**src/rtl/regfile_sequencer.sv**
```systemverilog
// Sequences one register-file read, an operand/result exchange with execute, and an optional
// writeback. Optional build macro REGFILE_SEQ_ZERO_REG_EN makes register 0 read as zero and ignore writes.
module regfile_sequencer #(
  parameter int unsigned RD_SETTLE = 1
) (
  input  logic        clk,
  input  logic        rst,
  input  logic        cmd_valid,
  output logic        cmd_ready,
  input  logic [3:0]  cmd_rs1,
  input  logic [3:0]  cmd_rs2,
  input  logic [3:0]  cmd_rd,
  input  logic        cmd_wb,
  output logic        rf_we,
  output logic [3:0]  rf_i1,
  output logic [3:0]  rf_i2,
  output logic [31:0] rf_y,
  input  logic [31:0] rf_x1,
  input  logic [31:0] rf_x2,
  output logic        op_valid,
  input  logic        op_ready,
  output logic [31:0] op_a,
  output logic [31:0] op_b,
  input  logic        res_valid,
  output logic        res_ready,
  input  logic [31:0] res_data,
  output logic        busy
);

  typedef enum logic [2:0] {
    StIdle,
    StRead,
    StOpnd,
    StRes,
    StWbSet,
    StWbStb
  } state_t;

  localparam logic [1:0] LastCnt = 2'(RD_SETTLE - 1);

  state_t      r_state;
  logic [1:0]  r_cnt;
  logic [3:0]  r_rd;
  logic        r_wb;
  logic        r_cmd_ready;
  logic        r_busy;
  logic        r_rf_we;
  logic [3:0]  r_rf_i1;
  logic [3:0]  r_rf_i2;
  logic [31:0] r_rf_y;
  logic        r_op_valid;
  logic [31:0] r_op_a;
  logic [31:0] r_op_b;
  logic        r_res_ready;

  logic [31:0] w_x1;
  logic [31:0] w_x2;
  logic        w_we_en;

`ifdef REGFILE_SEQ_ZERO_REG_EN
  // rf_i1/rf_i2 still hold rs1/rs2 during READ, and r_rd holds rd through writeback.
  assign w_x1    = (r_rf_i1 == 4'd0) ? 32'd0 : rf_x1;
  assign w_x2    = (r_rf_i2 == 4'd0) ? 32'd0 : rf_x2;
  assign w_we_en = (r_rd != 4'd0);
`else
  assign w_x1    = rf_x1;
  assign w_x2    = rf_x2;
  assign w_we_en = 1'b1;
`endif

  always_ff @(posedge clk) begin
    if (rst) begin
      r_state     <= StIdle;
      r_cnt       <= 2'd0;
      r_rd        <= 4'd0;
      r_wb        <= 1'b0;
      r_cmd_ready <= 1'b1;
      r_busy      <= 1'b0;
      r_rf_we     <= 1'b0;
      r_rf_i1     <= 4'd0;
      r_rf_i2     <= 4'd0;
      r_rf_y      <= 32'd0;
      r_op_valid  <= 1'b0;
      r_op_a      <= 32'd0;
      r_op_b      <= 32'd0;
      r_res_ready <= 1'b0;
    end else begin
      unique case (r_state)
        StIdle: begin
          if (cmd_valid && r_cmd_ready) begin
            r_rf_i1     <= cmd_rs1;
            r_rf_i2     <= cmd_rs2;
            r_rd        <= cmd_rd;
            r_wb        <= cmd_wb;
            r_cnt       <= 2'd0;
            r_rf_we     <= 1'b0;
            r_cmd_ready <= 1'b0;
            r_busy      <= 1'b1;
            r_state     <= StRead;
          end
        end
        StRead: begin
          if (r_cnt == LastCnt) begin
            r_op_a     <= w_x1;
            r_op_b     <= w_x2;
            r_op_valid <= 1'b1;
            r_state    <= StOpnd;
          end else begin
            r_cnt <= r_cnt + 2'd1;
          end
        end
        StOpnd: begin
          if (op_ready) begin
            r_op_valid <= 1'b0;
            if (r_wb) begin
              r_res_ready <= 1'b1;
              r_state     <= StRes;
            end else begin
              r_cmd_ready <= 1'b1;
              r_busy      <= 1'b0;
              r_state     <= StIdle;
            end
          end
        end
        StRes: begin
          if (res_valid) begin
            r_res_ready <= 1'b0;
            r_rf_i2     <= r_rd;
            r_rf_y      <= res_data;
            r_state     <= StWbSet;
          end
        end
        StWbSet: begin
          // Address and data settled for a full cycle before the strobe.
          r_rf_we <= w_we_en;
          r_state <= StWbStb;
        end
        StWbStb: begin
          r_rf_we     <= 1'b0;
          r_cmd_ready <= 1'b1;
          r_busy      <= 1'b0;
          r_state     <= StIdle;
        end
        default: begin
          r_rf_we     <= 1'b0;
          r_op_valid  <= 1'b0;
          r_res_ready <= 1'b0;
          r_cmd_ready <= 1'b1;
          r_busy      <= 1'b0;
          r_state     <= StIdle;
        end
      endcase
    end
  end

  assign cmd_ready = r_cmd_ready;
  assign busy      = r_busy;
  assign rf_we     = r_rf_we;
  assign rf_i1     = r_rf_i1;
  assign rf_i2     = r_rf_i2;
  assign rf_y      = r_rf_y;
  assign op_valid  = r_op_valid;
  assign op_a      = r_op_a;
  assign op_b      = r_op_b;
  assign res_ready = r_res_ready;

endmodule

```
**config.mk**
```make
export PLATFORM = sky130hd
export DESIGN_NAME = regfile_sequencer
export DESIGN_NICKNAME = d
export VERILOG_FILES = /design/src/rtl/regfile_sequencer.sv
export SDC_FILE = /design/constraint.sdc
export NUM_CORES = 1
export LEC_CHECK = 0
export BUFFER_PORTS_ARGS = -buffer_cell sky130_fd_sc_hd__buf_4
export CORE_ASPECT_RATIO = 1.75
export CORE_MARGIN = 4
export CORE_UTILIZATION = 40
export CTS_CLUSTER_SIZE = 25
export DETAILED_ROUTE_END_ITERATION = 12
export PLACE_DENSITY = 0.83
export SYNTH_ARGS = -nofsm -noshare
export SYNTH_HDL_FRONTEND = slang
export SYNTH_SLANG_ARGS = --single-unit
```
**constraint.sdc**
```tcl
create_clock -name clk -period 3.2 [get_ports clk]
set_input_delay 0.16 -clock clk [delete_from_list [all_inputs] [get_ports clk]]
set_output_delay 0.16 -clock clk [all_outputs]
set_load 0.02 [all_outputs]
```
==> results.md, run 1 <==
* Outcome: finished clean
* Worst path slowest cell: dfxtp_1
* Met3 GRT Util at 7.453%
* Lkg Pwr at 3.111 nW
* Routed vias/inst at 5.053
* Routed wire length at 15,190 um
* Commonest cells after routing, fill and taps aside: buf_4 (225), nand2_1 (212), dfxtp_1 (119)
* Time the worst path needs with I/O delays and setup at 2201 ps
* First-pass GRT wire length at 23,870 um
* Multi-input gate area at 1782 sq um
* DR iter-0 viols at 164
* PD cells at 629.0 nW/um^2
* CP Launch Point: r_state[0]$_SDFFE_PP0P_
* Critical path arrival at 2520 ps
* Worst Path Required at 3520 ps
* IO Port Bufs at 222
* Placer Congestion at 0.8228
* Fin nets at 933
* Post-CTS Setup Inserts at 0
* Routed Antenna Nets at 0
* Vias post-DR at 4,856
* Die area at 12,760 sq um
* DRC violations left at 0
* Initial Util at 40.97%
* Pwr Total at 4.563 mW
* Slew headroom at 24.33%
* Crit Path Class: flop to flop
* Worst clock skew at 9.429 ps
* Max Cap Viol at 0
* Initial antenna violation count at 0
* Reg2Reg Depth at 5
* Min-Delay Path Class: primary input to flop
* CTS tree: built
* Clk Tree Root Cell: clkbuf_16
* Max VDD drop at 0.0003954 V
* Startpoint Class: flop
* IO Pins at 223
* Crit end category: flop
* HPWL Detailed at 9379 um
* Crit-path max FO at 39
* GRT busiest layer: met2
* Worst R2R End: op_a[7]$_SDFFE_PP0P_
* Gr usage total at 23.52%
* Met2 Use GR at 42.50%
* Commonest non-fill, non-tap cell in the layout: buf_4
* Area grow syn2layout at 65.52%
* Inst Count DP at 859
* Drt wl/cell at 15.81 um
* Syn avg cell area at 8.057 sq um
* H-tree Lvls at 4
* Max-slew violations at 0
* Num Clock Sinks at 119
* N_diodes at 0
* Total CTS buffers at 17
* Setup crit end: op_a[7]$_SDFFE_PP0P_
* Synthesized flop and latch total at 119
* Dpl cell area at 6027 sq um
* Post-Syn Area at 4383 sq um
* Final Hold Viols at 0
* Crit path depth at 5
* Unique masters post-synth at 37
* Register area at 2382 sq um
* Crit-path cells: and2b_1 > and2_2 > buf_4 > nand2_1 > a21oi_1
* Clock transition at path regs at 50 ps
* Sequential area share after synthesis at 54.35%
* Cells after synthesis at 544
* Met1 Use GR at 22.53%
* Remaining global-route overflow at 0
* Worst R2R Setup Slack at 1000 ps
* Reg2reg start: r_state[0]$_SDFFE_PP0P_
* Worst-Margin Slew at 1131 ps
* Fmax at 454.3 MHz
* Row count at 50
* Number of global-route vias before repair at 5,076
* Core area at 10,700 sq um
* CP top delay family: simple AND/OR/NAND/NOR gates
* Post-route clock period utilization at 68.79%
* RSZ-0062 raised after global routing: no
* Finished Core Util at 67.81%
* Max clock buf depth at 2
* Clk Latency, worst-skew pair at 410 ps
* Fillers at 760
* Fin area at 7254 sq um
* Worst path bufs/invs at 1
* Die Y at 146.5 um
* Share of cells above drive strength 1 at 32.13%
* Largest net degree at the start of global routing at 93
* CP max stage delay at 630 ps
* Setup violators final at 0
* Fin cells at 961
* Ys Warns at 0
* Die width at 87.13 um
* Fin Setup TNS at 0 ps
* First-pass DRT Iterations at 5
* Syn_nets at 659
report_power, final:
| group | internal [mW] | switching [mW] | total [mW] | leakage, nW |
|---|---|---|---|---|
| clock | 1.00 | 0.670 | 1.67 | 0.248 |
| sequential | 1.65 | 0.117 | 1.77 | 0.968 |
| combinational | 0.488 | 0.636 | 1.12 | 1.90 |
worst min path at each step:
stage	to	slack, ps	startpoint	depth (start not counted)
floorplan	r_rd[0]$_SDFFE_PP0P_	300	cmd_rd[0]	2
global placement	rf_y[20]$_SDFFE_PP0P_	410	res_data[20]	3
detailed placement	rf_y[29]$_SDFFE_PP0P_	410	res_data[29]	3
CTS	op_b[27]$_SDFFE_PP0P_	0.01	rf_x2[27]	3
global route	op_a[31]$_SDFFE_PP0P_	3	rf_x1[31]	3
finish	op_a[20]$_SDFFE_PP0P_	10	rf_x1[20]	3
flip-flops by register name (all words and copies together), names as in the netlist:
| signal | cells |
|---|---|
| op_b | 32 |
| op_valid | 1 |
| rf_we | 1 |
| rf_i2 | 4 |
| r_wb | 1 |
| op_a | 32 |
| res_ready | 1 |
| rf_y | 32 |
| cmd_ready | 1 |
| rf_i1 | 4 |
| r_cnt | 2 |
| r_rd | 4 |
| busy | 1 |
| r_state | 3 |
what timing repair did:
| item | in CTS | in global routing |
|---|---|---|
| resized for setup | 0 | 0 |
| endpoints found under the hold margin | 70 | 0 |
| hold buffers | 70 | 0 |
| endpoints found under the setup margin | 0 | 0 |
cell families (layout without fill, tap and decap cells):
family	count (synthesis)	in the layout	share of synthesized area (%)
DFF	119	119	54.35
and+or+nand+nor	248	248	23.38
adders and majority gates	1	1	0.2854
muxes	6	6	1.484
buffers and inverters	43	330	5.082
AOI/OAI and AO/OA	127	127	15.42
routing by layer:
metal / part of all wire (%) / vias up
met4: 4.3 / 0
met2: 53 / 243
li1: - / 2328
met1: 34 / 2226
met3: 8.2 / 59
met5: 0 / -
synthesized netlist by cell type:
master     instances  area, sq um
nand2_1          213        799.5
dfxtp_1          119         2382
a21oi_1          112        560.5
buf_2             16        80.08
clkbuf_1          13        48.80
nor3_1            11        55.05
nor2_1             7        26.28
buf_4              5        37.54
nand2b_1           5        31.28
mux2_2             4        45.04
a211oi_1           3        22.52
buf_1              3        11.26
buf_6              3        33.78
inv_1              3        11.26
o21a_1             3        22.52
and3_1             2        12.51
mux2i_1            2        20.02
a2111oi_0          1        8.760
a211o_1            1        8.760
a21o_1             1        7.510
a22oi_1            1        7.510
a2bb2oi_1          1        8.760
a31oi_1            1        6.260
and2_1             1        6.260
and2b_1            1        7.510
and3b_1            1        8.760
ha_1               1        12.51
nand3_2            1        10.01
nand3b_1           1        7.510
nand3b_2           1        11.26
nor2b_2            1        8.760
nor4_4             1        21.27
o21ai_0            1        5.000
o21ba_2            1        10.01
o21bai_1           1        7.510
or4_1              1        7.510
or4_4              1        11.26
layout make-up:
type	count	area share [%]
clock buffer	20	6.157
clock inverter	12	1.104
inverter	3	0.1552
multi-input combinational	382	24.56
sequential	119	32.84
tap	130	2.242
timing repair buffer	295	32.94
worst min-delay path: cells and delay by family:
kind                   cells  cell delay [ps]
AOI/OAI and AO/OA          1               50
and+or+nand+nor            1               50
buffers and inverters      1              110
through the flow:
stage	setup WS (ps)	hold WS, ps
CTS	1010	0.01071
global placement	1110	406.5
finish	998.6	11.39
detailed placement	1028	413.6
global route	737.5	3.031
floorplan	1635	296.0
(Power assumes the default switching activity.)
==> run 2, diff against run 1 <==
--- a/config.mk
+++ b/config.mk
@@ -11,7 +11,7 @@
 export CORE_UTILIZATION = 40
 export CTS_CLUSTER_SIZE = 25
 export DETAILED_ROUTE_END_ITERATION = 12
-export PLACE_DENSITY = 0.83
+export PLACE_DENSITY = 0.86
 export SYNTH_ARGS = -nofsm -noshare
 export SYNTH_HDL_FRONTEND = slang
 export SYNTH_SLANG_ARGS = --single-unit
==> constraint.sdc (replaced) <==
create_clock -name clk -period 1.9 [get_ports clk]
set_input_delay 0.095 -clock clk [delete_from_list [all_inputs] [get_ports clk]]
set_output_delay 0.095 -clock clk [all_outputs]
set_load 0.02 [all_outputs]
==> results.md, run 2 (synthesis results as in run 1) <==
* Vias post-DR at 4,988
* Routed wire length at 16,180 um
* Num Clock Sinks at 119
* DR iter-0 viols at 155
* Commonest non-fill, non-tap cell in the layout: buf_4
* Clk Latency, worst-skew pair at 400 ps
* PD cells at 1048 nW/um^2
* Die width at 87.13 um
* Placer Congestion at 0.8042
* Post-CTS Setup Inserts at 0
* Worst Path Required at 2200 ps
* Max-slew violations at 0
* Max VDD drop at 0.0008468 V
* Commonest cells after routing, fill and taps aside: buf_4 (229), nand2_1 (212), dfxtp_1 (118)
* IO Port Bufs at 222
* WHS at 117.9 ps
* Max Cap Viol at 0
* First-pass DRT Iterations at 4
* Startpoint Class: flop
* Remaining global-route overflow at 0
* Largest net degree at the start of global routing at 58
* Outcome: finished clean
* Routed Antenna Nets at 0
* Min-Delay Path Class: primary input to flop
* Die Y at 146.5 um
* Core area at 10,700 sq um
* Initial Util at 40.97%
* First-pass GRT wire length at 25,320 um
* Worst-Margin Slew at 480.3 ps
* Drt wl/cell at 16.09 um
* Fin Setup TNS at 0 ps
* Post-route clock period utilization at 92.10%
* Number of global-route vias before repair at 5,137
* CTS tree: built
* Total CTS buffers at 17
* Crit end category: flop
* Clock transition at path regs at 50 ps
* Area grow syn2layout at 77.45%
* RSZ-0062 raised after global routing: no
* Crit Path Class: flop to flop
* Gr usage total at 25.40%
* Die area at 12,760 sq um
* Routed vias/inst at 4.958
* Fmax at 571.5 MHz
* H-tree Lvls at 4
* Setup violators final at 0
* IO Pins at 223
* Final Hold Viols at 0
* Critical path arrival at 2050 ps
* Worst clock skew at 6.383 ps
* Lkg Pwr at 3.351 nW
* Slew headroom at 67.98%
* Share of cells above drive strength 1 at 31.69%
* HPWL Detailed at 9530 um
* Clk Tree Root Cell: clkbuf_16
* DRC violations left at 0
* Initial antenna violation count at 1
* Crit-path max FO at 57
* Fin nets at 976
* Row count at 50
* Max clock buf depth at 2
* Time the worst path needs with I/O delays and setup at 1750 ps
run 2: worst paths after layout:
kind,start,end,slack [ps],cells after the start
setup / recovery,r_cnt[0]$_SDFFE_PP0P_,op_b[13]$_SDFFE_PP0P_,150,7
hold / removal,op_ready,res_ready$_SDFFE_PP0P_,120,3
setup reg to reg,r_cnt[0]$_SDFFE_PP0P_,op_b[13]$_SDFFE_PP0P_,150,7
hold reg to reg,rf_y[29]$_SDFFE_PP0P_,rf_y[29]$_SDFFE_PP0P_,450,2
run 2: metal layers:
layer,up-vias,global-route usage [%],wire (um)
li1,2409,-,-
met1,2285,24.36,5361
met2,215,45.13,8714
met3,79,8.413,1137
met4,0,15.67,971
met5,-,0,0
run 2: metrics by stage:
stage | instance area [sq um] | util [%] | setup slack (ps) | instances | power (mW)
after global placement | 6137 | 57.37 | 282.9 | 867 | 4.828
after CTS | 7771 | 72.64 | 224.0 | 1004 | 8.175
final | 7777 | 72.70 | 150.1 | 1006 | 8.152
after detailed placement | 6137 | 57.37 | 236.1 | 867 | 4.868
after floorplan | 4383 | - | 334.5 | 544 | 4.079
after global routing | 7775 | 72.68 | 12.19 | 1005 | 8.531
run 2: final cells by class:
class	instances	area [sq um]
Fill cell	729	2920
Timing Repair Buffer	338	2850
Sequential cell	119	2384
Multi-Input combinational cell	382	1782
Clock buffer	20	456.7
Tap cell	130	162.7
Clock inverter	12	126.4
Inverter	3	11.26
Antenna cell	2	5.005
run 2: power by group:
part           total, mW  internal [mW]  switching, mW  leakage [nW]
Combinational       2.10          0.938           1.16          2.10
Clock               3.11           1.99           1.12         0.286
Sequential          2.95           2.78          0.169         0.968
run 2: timing repair:
action | CTS | global route
endpoints found under the hold margin | 105 | 0
endpoints found under the setup margin | 0 | 1
hold buffers | 105 | 0
gates resized for setup | 0 | 1
run 2: worst max-delay path: stages, from the launching register on:
cell     delay [ps]
dfxtp_1         310
inv_1            60
ha_1            140
nor2b_2         210
and2_2          290
buf_12          280
nand2_1         110
a21oi_1         240
